### config.mk
export PLATFORM = sky130hd
export DESIGN_NAME = conv_in_feature_map_line_writer_flat
export DESIGN_NICKNAME = d
export VERILOG_FILES = /design/src/rtl/conv_in_feature_map_line_writer_pkg.sv /design/src/rtl/conv_in_feature_map_line_writer_if.sv /design/src/rtl/conv_in_feature_map_line_writer_slot_tracker.sv /design/src/rtl/conv_in_feature_map_line_writer.sv /design/src/flat_wrapper.sv
export SDC_FILE = /design/constraint.sdc
export NUM_CORES = 1
export LEC_CHECK = 0
export BUFFER_PORTS_ARGS = -buffer_cell sky130_fd_sc_hd__buf_4
export CAP_MARGIN = 20
export CORE_UTILIZATION = 50
export DETAILED_ROUTE_END_ITERATION = 12
export GPL_ROUTABILITY_DRIVEN = 0
export PLACE_DENSITY = 0.84
export SETUP_SLACK_MARGIN = 0.4
export SLEW_MARGIN = 20
export SYNTH_ARGS = -nofsm -noshare
export SYNTH_HDL_FRONTEND = slang
export SYNTH_SLANG_ARGS = --single-unit
### constraint.sdc
create_clock -name clk -period 2.45 [get_ports clk]
set_input_delay 0 -clock clk [delete_from_list [all_inputs] [get_ports clk]]
set_output_delay 0 -clock clk [all_outputs]
set_load 0.03 [all_outputs]
### src/rtl/conv_in_feature_map_line_writer_pkg.sv
// Shared constants and helpers for the convolution input feature-map line
// buffer: the write-side producer, the buffer and the read-side controller.
package conv_in_feature_map_line_writer_pkg;

  // Number of rotating row slots in the line buffer.
  localparam int unsigned slot_count = 3;
  // Buffer word width in bits.
  localparam int unsigned word_width = 64;

  // Default build values, and the figures derived from them.
  localparam int unsigned default_feature_data_width = 16;
  localparam int unsigned default_max_feature_map_w  = 512;

  typedef logic [1:0] slot_t;

  // Number of bits needed to represent v. Returns at least 1.
  function automatic int unsigned clogb2(input int unsigned v);
    int unsigned r;
    r = 0;
    for (int i = 0; i < 32; i++) begin
      if ((v >> i) != 0) r = i + 1;
    end
    return (r == 0) ? 1 : r;
  endfunction

  // Feature points packed into one buffer word.
  function automatic int unsigned points_per_word(input int unsigned fw);
    return word_width / fw;
  endfunction

  // Row depth in buffer words.
  function automatic int unsigned row_depth(input int unsigned max_w, input int unsigned fw);
    return (max_w * fw) / word_width;
  endfunction

  // Word address width within one row.
  function automatic int unsigned addr_width(input int unsigned max_w, input int unsigned fw);
    return clogb2(row_depth(max_w, fw) - 1);
  endfunction

  localparam int unsigned default_points_per_word =
    points_per_word(default_feature_data_width);
  localparam int unsigned default_row_depth =
    row_depth(default_max_feature_map_w, default_feature_data_width);
  localparam int unsigned default_addr_width =
    addr_width(default_max_feature_map_w, default_feature_data_width);

  // Slot index after s, wrapping 2 -> 0.
  function automatic slot_t next_slot(input slot_t s);
    return (s == 2'd2) ? 2'd0 : s + 2'd1;
  endfunction

  // One-hot write enable for slot s.
  function automatic logic [2:0] slot_onehot(input slot_t s);
    return 3'b001 << s;
  endfunction

endpackage

### src/rtl/conv_in_feature_map_line_writer_if.sv
// AXIS feature-point stream into the line writer.
// Handshake: a beat transfers on a rising clk edge where valid and ready are
// both high. The master holds data/user/last stable while valid is high and
// ready is low; ready may change at any time and never depends on valid.
interface conv_in_feature_map_line_writer_if #(
  parameter int unsigned user_width = 4
);
  logic [63:0]           data;
  logic [user_width-1:0] user;
  logic                  last;
  logic                  valid;
  logic                  ready;

  modport master (output data, output user, output last, output valid, input ready);
  modport slave  (input data, input user, input last, input valid, output ready);
endinterface

### src/rtl/conv_in_feature_map_line_writer_slot_tracker.sv
// Row-slot occupancy tracker: mod-3 write slot, oldest complete slot and
// the count of complete rows held in the line buffer.
module conv_line_slot_tracker
  import conv_in_feature_map_line_writer_pkg::*;
(
  input  logic       clk,
  input  logic       rst_n,
  input  logic       clear,
  input  logic       complete,
  input  logic       row_release,
  output slot_t      wr_slot,
  output slot_t      oldest_slot,
  output logic [1:0] rows_valid
);

  // A release only counts when there is a complete row to release.
  logic release_eff;
  assign release_eff = row_release && (rows_valid != 2'd0);

  // Slot pointers and occupancy; clear wins over complete and release.
  always_ff @(posedge clk or negedge rst_n) begin
    if (!rst_n) begin
      wr_slot     <= 2'd0;
      oldest_slot <= 2'd0;
      rows_valid  <= 2'd0;
    end else if (clear) begin
      wr_slot     <= 2'd0;
      oldest_slot <= 2'd0;
      rows_valid  <= 2'd0;
    end else begin
      if (complete) wr_slot <= next_slot(wr_slot);
      if (release_eff) oldest_slot <= next_slot(oldest_slot);
      // complete is only possible below 3 rows, so the count cannot wrap.
      if (complete && !release_eff) rows_valid <= rows_valid + 2'd1;
      else if (release_eff && !complete) rows_valid <= rows_valid - 2'd1;
    end
  end

endmodule

### src/rtl/conv_in_feature_map_line_writer.sv
// Write-side producer for the 3-row input feature-map line buffer. Each AXIS
// packet is one feature-map row; beats are written through a registered
// write port into the current row slot.
module conv_in_feature_map_line_writer
  import conv_in_feature_map_line_writer_pkg::*;
#(
  parameter int unsigned feature_data_width = 16,
  parameter int unsigned max_feature_map_w  = 512,
  // Kept for parity with the behavioural model; registers update on the edge.
  parameter int unsigned simulation_delay   = 1
) (
  input  logic                                         clk,
  input  logic                                         rst_n,
  conv_in_feature_map_line_writer_if.slave             s_axis,
  input  logic                                         fmap_clr,
  input  logic                                         row_release,
  output logic [2:0]                                   buffer_wen,
  output logic [15:0]                                  buffer_waddr,
  output logic [63:0]                                  buffer_din,
  output logic [points_per_word(feature_data_width)-1:0] buffer_din_last,
  output logic [1:0]                                   rows_valid,
  output logic [1:0]                                   oldest_slot,
  output logic                                         row_done,
  output logic                                         wr_overflow
);

  localparam int unsigned depth = row_depth(max_feature_map_w, feature_data_width);
  localparam int unsigned aw    = addr_width(max_feature_map_w, feature_data_width);
  // The beat counter must reach depth itself to mark the saturated state.
  localparam int unsigned cnt_w = clogb2(depth);
  localparam logic [cnt_w-1:0] depth_c = cnt_w'(depth);

  logic [cnt_w-1:0] beat_cnt;
  slot_t            wr_slot;
  logic             hs;
  logic             complete;
  logic             in_range;

  // Ready is held low in reset, when all slots are full, and during a flush.
  assign s_axis.ready = rst_n && (rows_valid != 2'd3) && !fmap_clr;
  assign hs           = s_axis.valid && s_axis.ready;
  assign complete     = hs && s_axis.last;
  assign in_range     = (beat_cnt < depth_c);

  conv_line_slot_tracker u_slot_tracker (
    .clk         (clk),
    .rst_n       (rst_n),
    .clear       (fmap_clr),
    .complete    (complete),
    .row_release (row_release),
    .wr_slot     (wr_slot),
    .oldest_slot (oldest_slot),
    .rows_valid  (rows_valid)
  );

  // Registered write port, beat counter and overflow flag.
  always_ff @(posedge clk or negedge rst_n) begin
    if (!rst_n) begin
      buffer_wen      <= '0;
      buffer_waddr    <= '0;
      buffer_din      <= '0;
      buffer_din_last <= '0;
      beat_cnt        <= '0;
      row_done        <= 1'b0;
      wr_overflow     <= 1'b0;
    end else begin
      buffer_wen <= '0;
      row_done   <= 1'b0;
      if (fmap_clr) begin
        // Abandon any partial row; ready is low so no beat lands this cycle.
        beat_cnt    <= '0;
        wr_overflow <= 1'b0;
      end else if (hs) begin
        if (in_range) begin
          buffer_wen      <= slot_onehot(wr_slot);
          buffer_waddr    <= 16'(beat_cnt[aw-1:0]);
          buffer_din      <= s_axis.data;
          buffer_din_last <= s_axis.user;
        end else begin
          wr_overflow <= 1'b1;
        end
        if (s_axis.last) beat_cnt <= '0;
        else if (in_range) beat_cnt <= beat_cnt + cnt_w'(1);
        row_done <= s_axis.last;
      end
    end
  end

endmodule

### src/flat_wrapper.sv
// flat-port wrapper written by rule: the top's interface ports become plain ports
module conv_in_feature_map_line_writer_flat import conv_in_feature_map_line_writer_pkg::*;
#(
  parameter int unsigned feature_data_width = 16,
  parameter int unsigned max_feature_map_w  = 512,
                                                                              
  parameter int unsigned simulation_delay   = 1
)
  (clk, rst_n, fmap_clr, row_release, buffer_wen, buffer_waddr, buffer_din, buffer_din_last, rows_valid, oldest_slot, row_done, wr_overflow, s_axis_data, s_axis_user, s_axis_last, s_axis_valid, s_axis_ready);
  conv_in_feature_map_line_writer_if #(.user_width((4))) s_axis_i ();
  input  logic clk;
  input  logic rst_n;
  input  logic fmap_clr;
  input  logic row_release;
  output logic [2:0] buffer_wen;
  output logic [15:0] buffer_waddr;
  output logic [63:0] buffer_din;
  output logic [points_per_word(feature_data_width)-1:0] buffer_din_last;
  output logic [1:0] rows_valid;
  output logic [1:0] oldest_slot;
  output logic row_done;
  output logic wr_overflow;
  input wire logic [$bits(s_axis_i.data)-1:0] s_axis_data;
  input wire logic [$bits(s_axis_i.user)-1:0] s_axis_user;
  input wire logic [$bits(s_axis_i.last)-1:0] s_axis_last;
  input wire logic [$bits(s_axis_i.valid)-1:0] s_axis_valid;
  output wire logic [$bits(s_axis_i.ready)-1:0] s_axis_ready;
  assign s_axis_i.data = s_axis_data;
  assign s_axis_i.user = s_axis_user;
  assign s_axis_i.last = s_axis_last;
  assign s_axis_i.valid = s_axis_valid;
  assign s_axis_ready = s_axis_i.ready;
  conv_in_feature_map_line_writer #(.feature_data_width(feature_data_width), .max_feature_map_w(max_feature_map_w), .simulation_delay(simulation_delay)) u_core (.clk(clk), .rst_n(rst_n), .s_axis(s_axis_i), .fmap_clr(fmap_clr), .row_release(row_release), .buffer_wen(buffer_wen), .buffer_waddr(buffer_waddr), .buffer_din(buffer_din), .buffer_din_last(buffer_din_last), .rows_valid(rows_valid), .oldest_slot(oldest_slot), .row_done(row_done), .wr_overflow(wr_overflow));
endmodule
# == Yosys cells after proc, flatten, opt, wreduce, memory -nomap -nowiden ==
# Index checks and enable logic that the tools add are counted.
# totals
n_memories,0
ff_bits,94
romBits,0
latch_bits,0
ramBits,0
output_inout_bits,94
# classes
addsub,5
order_cmp,1
muxes,21
n_div,0
n_reduce_logical,19
eq_ne,4
mul,0
shift,1
n_bitwise,1
# ops
cell,n
2-to-1 mux 8 bit,4
2-to-1 mux 2 bit,9
2-to-1 mux 3 bit,3
"adder 8 x 1 -> 8 bit, second input constant",1
"less-than comparator 8 bit, second input constant",1
nonzero test 2 bit,4
logical AND 1 bit,7
"adder 2 x 1 -> 2 bit, second input constant",3
nonzero test 3 bit,2
2-to-1 mux 1 bit,5
"equality test 2 bit, second input constant",2
"!= test 2 bit, second input constant",2
AND reduction 2 bit,2
zero test 1 bit,3
AND reduction 3 bit,1
"<< shifter 1 x 2 -> 3 bit, first input constant",1
"subtractor 2 x 1 -> 2 bit, second input constant",1
NOT 1 bit,1

# == Longest topological paths before layout ==
# depth
word_depth,10
ltp_mapped,6

# == Modules after synthesis ==
# Synthesis repeated with hierarchy kept, for this count alone.
# hier_totals
hier_cells,278
hier_area_um2,3958.8
# modules_own_cells
module,n_inst,area_each_um2,seq_area_each_um2,cells_per_inst
conv_in_feature_map_line_writer,1,3661.0,2202.1,249
conv_line_slot_tracker,1,297.8,150.1,29

# == Least setup slack after synthesis ==
# Ideal clock, no wire load.
# synth_timing
path_kind,flip-flop to flip-flop
startpoint,register u_core.u_slot_tracker.rows_valid[0]
endpoint,register u_core.buffer_din[12]
required_time_ns,2.325
synth_period_minus_slack_ns,1.729
arrival_time_ns,1.605
n_path_buf,2
slack_ns,0.721
stages_incl_launch_ff,6
path_cell_list,dfrtp_1 > nand2_1 > nand4b_1 > buf_2 > buf_2 > mux2_2
# synth_between
elab_chain_len,5
# synth_rtl
element,line_no,source
"start, declared",conv_in_feature_map_line_writer_slot_tracker.sv:13,output logic [1:0] rows_valid
"start signal, assigned",conv_in_feature_map_line_writer_slot_tracker.sv:34,if (complete && !release_eff) rows_valid <= rows_valid + 2'd1;
"start signal, assigned",conv_in_feature_map_line_writer_slot_tracker.sv:35,else if (release_eff && !complete) rows_valid <= rows_valid - 2'd1;
!= test 2 bit,conv_in_feature_map_line_writer.sv:40,assign s_axis.ready = rst_n && (rows_valid != 2'd3) && !fmap_clr;
logical AND 1 bit (2 in a row),conv_in_feature_map_line_writer.sv:40,
logical AND 1 bit,conv_in_feature_map_line_writer.sv:41,assign hs = s_axis.valid && s_axis.ready;
AND reduction 3 bit (no source line),--,
"end signal, assigned",conv_in_feature_map_line_writer.sv:77,buffer_din <= s_axis.data;
"end, declared",conv_in_feature_map_line_writer.sv:19,"output logic [63:0] buffer_din,"
# Every way passes these cells.
# A chain may end at the register's enable or synchronous reset.

# == Worst setup path after layout ==
# layout_timing
startpoint,register u_core.u_slot_tracker.rows_valid[0]
endpoint,register u_core.buffer_din[7]
# Same word-level chain as after synthesis.

==> impl_metrics.csv <==
group,metric,value,unit
timing,rsz0062_at_grt,"no",
place,place_hpwl,5430,um
logic_synthesis,postSynthCellCount,259,
global_routing,antenna_found_initial,0,
timing,hold_viol_final,0,
worst_setup_path,critical_path.cell_chain,"nand2_1 -> nand4b_1 -> buf_12 -> buf_4 -> mux2_2",
logic_synthesis,synth_top_area_cell,"dfrtp_1",
timing,period_share,73.7,%
global_routing,grt_max_degree,67,
timing,finalClockSkew,7.61,ps
power,power_density,738,nW/um2
floorplan,initial_core_util,51.8,%
worst_setup_path,cp_max_fo,38,
drt,num_vias,2962,
timing,tightest_slew,812,ps
logic_synthesis,syn_avg_cell_area,14.6,um2
finish,num_antenna_cells,0,
logic_synthesis,yosysMostFrequentCell,"dfrtp_1",
clock_tree,path_clk_slew,90,ps
global_routing,grt_use_met3,5.17,%
worst_setup_path,critical_path_class,"register to register",
global_routing,grt_pass1_vias,2941,
logic_synthesis,synth.ff_latch_count,94,
finish,area_growth,58.7,%
global_routing,grt_overflow,0,
finish,fillers,402,
logic_synthesis,netlist_top_cells_count,"94 x dfrtp_1, 75 x mux2_2, 9 x buf_2, 9 x buf_4, 9 x nand2_1",
clock_tree,clockBufferDepth,2,
clock_tree,root_buffer,"clkbuf_8",
timing,period_needed,1810,ps
logic_synthesis,synth_ff_type,"dfrtp_1",
clock_tree,cts_htree_levels,3,
logic_synthesis,yosysWarnings,0,
power,ir_worst_vdd,562,uV
floorplan,die_y,88.9,um
timing,finalSetupViolCount,0,
drt,drtIter0Drc,63,
timing,max_freq,0.554,GHz
clock_tree,ctsHoldBuffers,72,
power,leakagePower,2.86,nW
clock_tree,tritoncts,"done",
clock_tree,post-cts-setup-buffer-count,0,
floorplan,num_rows,31,
global_routing,grt_first_pass_wirelength,13800,um
floorplan,coreArea,7290,um2
worst_setup_path,critical_path_buf_inv_count,2,
global_routing,grt_busiest_layer,"met2",
job,drv_cap,0,
floorplan,dieArea,7900,um2
timing,fin_setup_tns,0,ps
worst_setup_path,critPathSlowestCell,"dfrtp_1",
worst_setup_path,crit_family,"buffers and inverters",
logic_synthesis,synth_area_leaders,"dfrtp_1 62%, mux2_2 22%, buf_4 1.8%",
worst_setup_path,cp-end-kind,"register",
logic_synthesis,yosysUniqueCellTypes,42,
drt,drt_pass1_iterations,4,
logic_synthesis,synth_top_area_share,62.3,%
global_routing,grtUsageMet2,41.9,%
logic_synthesis,ys_seq_area_share,62.3,%
place,port_buffers,158,
drt,drcViolationCount,0,
clock_tree,ctsResizeCount,0,
floorplan,dieWidth,88.9,um
drt,ant_nets,0,
worst_setup_path,required,2680,ps
power,total_power,4.42,mW
outcome,run_status,"completed",
timing,slew_headroom,45.9,%
finish,drive_above_1_share,52.4,%
finish,fin_nets,569,
drt,viasPerCell,4.96,
clock_tree,clock_sinks,94,
global_routing,grtUsageMet1,27.2,%
clock_tree,insertion_delay,340,ps
drt,finalWirelength,9400,um
global_routing,grt_use_total,23.5,%
worst_setup_path,cp.arrival,2030,ps
floorplan,ios,168,
drt,wl_per_cell,15.7,um
timing,drv_slew,0,
worst_hold_path,hp-class,"primary input to register",
worst_setup_path,crit_path_max_incr_delay,430,ps
clock_tree,cts_buffers,9,
logic_synthesis,synth_edf_count,0,
worst_setup_path,cp-start-kind,"register",
logic_synthesis,syn-cell-area,3770,um2
logic_synthesis,async_flop_share,100,%
[area by class of cell]
| type | instances | area, um2 | share of cell area [%] |
|---|---|---|---|
| clock buffers | 10 | 138 | 2.30 |
| clock inverters | 5 | 83.8 | 1.40 |
| inverters | 3 | 11.3 | 0.188 |
| multi-input cells | 151 | 1330 | 22.1 |
| flip-flops and latches | 94 | 2350 | 39.3 |
| well taps | 99 | 124 | 2.07 |
| repair buffers | 235 | 1960 | 32.7 |
[cells in the final DEF, fill, tap and decap left out, drive strengths merged, types with 2 or more instances in the layout]
cell         Yosys  final
bufinv           0      2
clkbuf           1     10
and2             2      2
clkinvlp         0      2
nand4            3      3
nand2            9      9
dlygate4sd3      0     72
conb             1      9
mux2            75     75
nor2             6      6
o21ai            7      7
or3              3      3
nor3b            2      2
dfrtp           94     94
a21oi            6      6
buf             18    163
a21boi           3      3
inv              3      3
nand3            2      2
nor3             2      2
[stage by stage]
| step | util, % | hold slack [ps] | setup WS [ps] | cells | cell area, um2 |
|---|---|---|---|---|---|
| floorplan | - | -296 | 721 | 267 | 3800 |
| global placement | 69.2 | 47.4 | 735 | 510 | 5050 |
| detailed placement | 69.2 | 51.9 | 665 | 510 | 5050 |
| CTS | 82.2 | 29.2 | 656 | 597 | 5990 |
| global route | 82.2 | 45.5 | 539 | 597 | 5990 |
| finish | 82.2 | 39.8 | 643 | 597 | 5990 |
[power breakdown]
group	total, mW	switching (mW)	internal (mW)
sequential	1.91	0.129	1.78
combinational	1.39	0.768	0.626
clock	1.12	0.519	0.599
[routing by layer]
layer  part of all wire (%)  vias to the layer above
li1                       -                     1369
met1                     40                     1452
met2                     52                      118
met3                    5.7                       23
met4                    2.9                        0
met5                      0                        -
[path summary, 6_finish.rpt]
kind,slack (ps),from,cells past startpoint,to
max in group asynchronous,1070,rst_n,4,u_core.buffer_din[20]
min in group asynchronous,230,rst_n,3,u_core.buffer_din[38]
worst max-delay path,640,u_core.u_slot_tracker.rows_valid[0],5,u_core.buffer_din[7]
worst max register to register,640,u_core.u_slot_tracker.rows_valid[0],5,u_core.buffer_din[7]
worst min register to register,510,u_core.buffer_waddr[2],1,u_core.buffer_waddr[2]
worst min-delay path,40,s_axis_valid,3,u_core.beat_cnt[3]
[state kept, by name (all words and copies together), names as in the netlist]
name / flops
u_core.buffer_wen: 3
u_core.u_slot_tracker.rows_valid: 2
u_core.row_done: 1
u_core.buffer_din: 64
u_core.u_slot_tracker.oldest_slot: 2
u_core.wr_overflow: 1
u_core.beat_cnt: 8
u_core.buffer_waddr: 7
u_core.u_slot_tracker.wr_slot: 2
u_core.buffer_din_last: 4
[kinds of logic after synthesis]
logic type	Yosys count	share of synthesized area [%]
adder cells (fa/ha/maj)	1	0.331
multiplexers	76	22.6
XOR/XNOR	1	0.232
AO/OA/AOI/OAI	25	5.01
flip-flops	94	62.3
AND/OR/NAND/NOR	39	6.00
other	1	0.0993
buffers and inverters	22	3.38
[tightest hold or removal path, stage by stage]
cell and delay (ps):
buf_4 120, a31o_2 170, a211oi_2 60
Power figures use the tool's default switching activity.
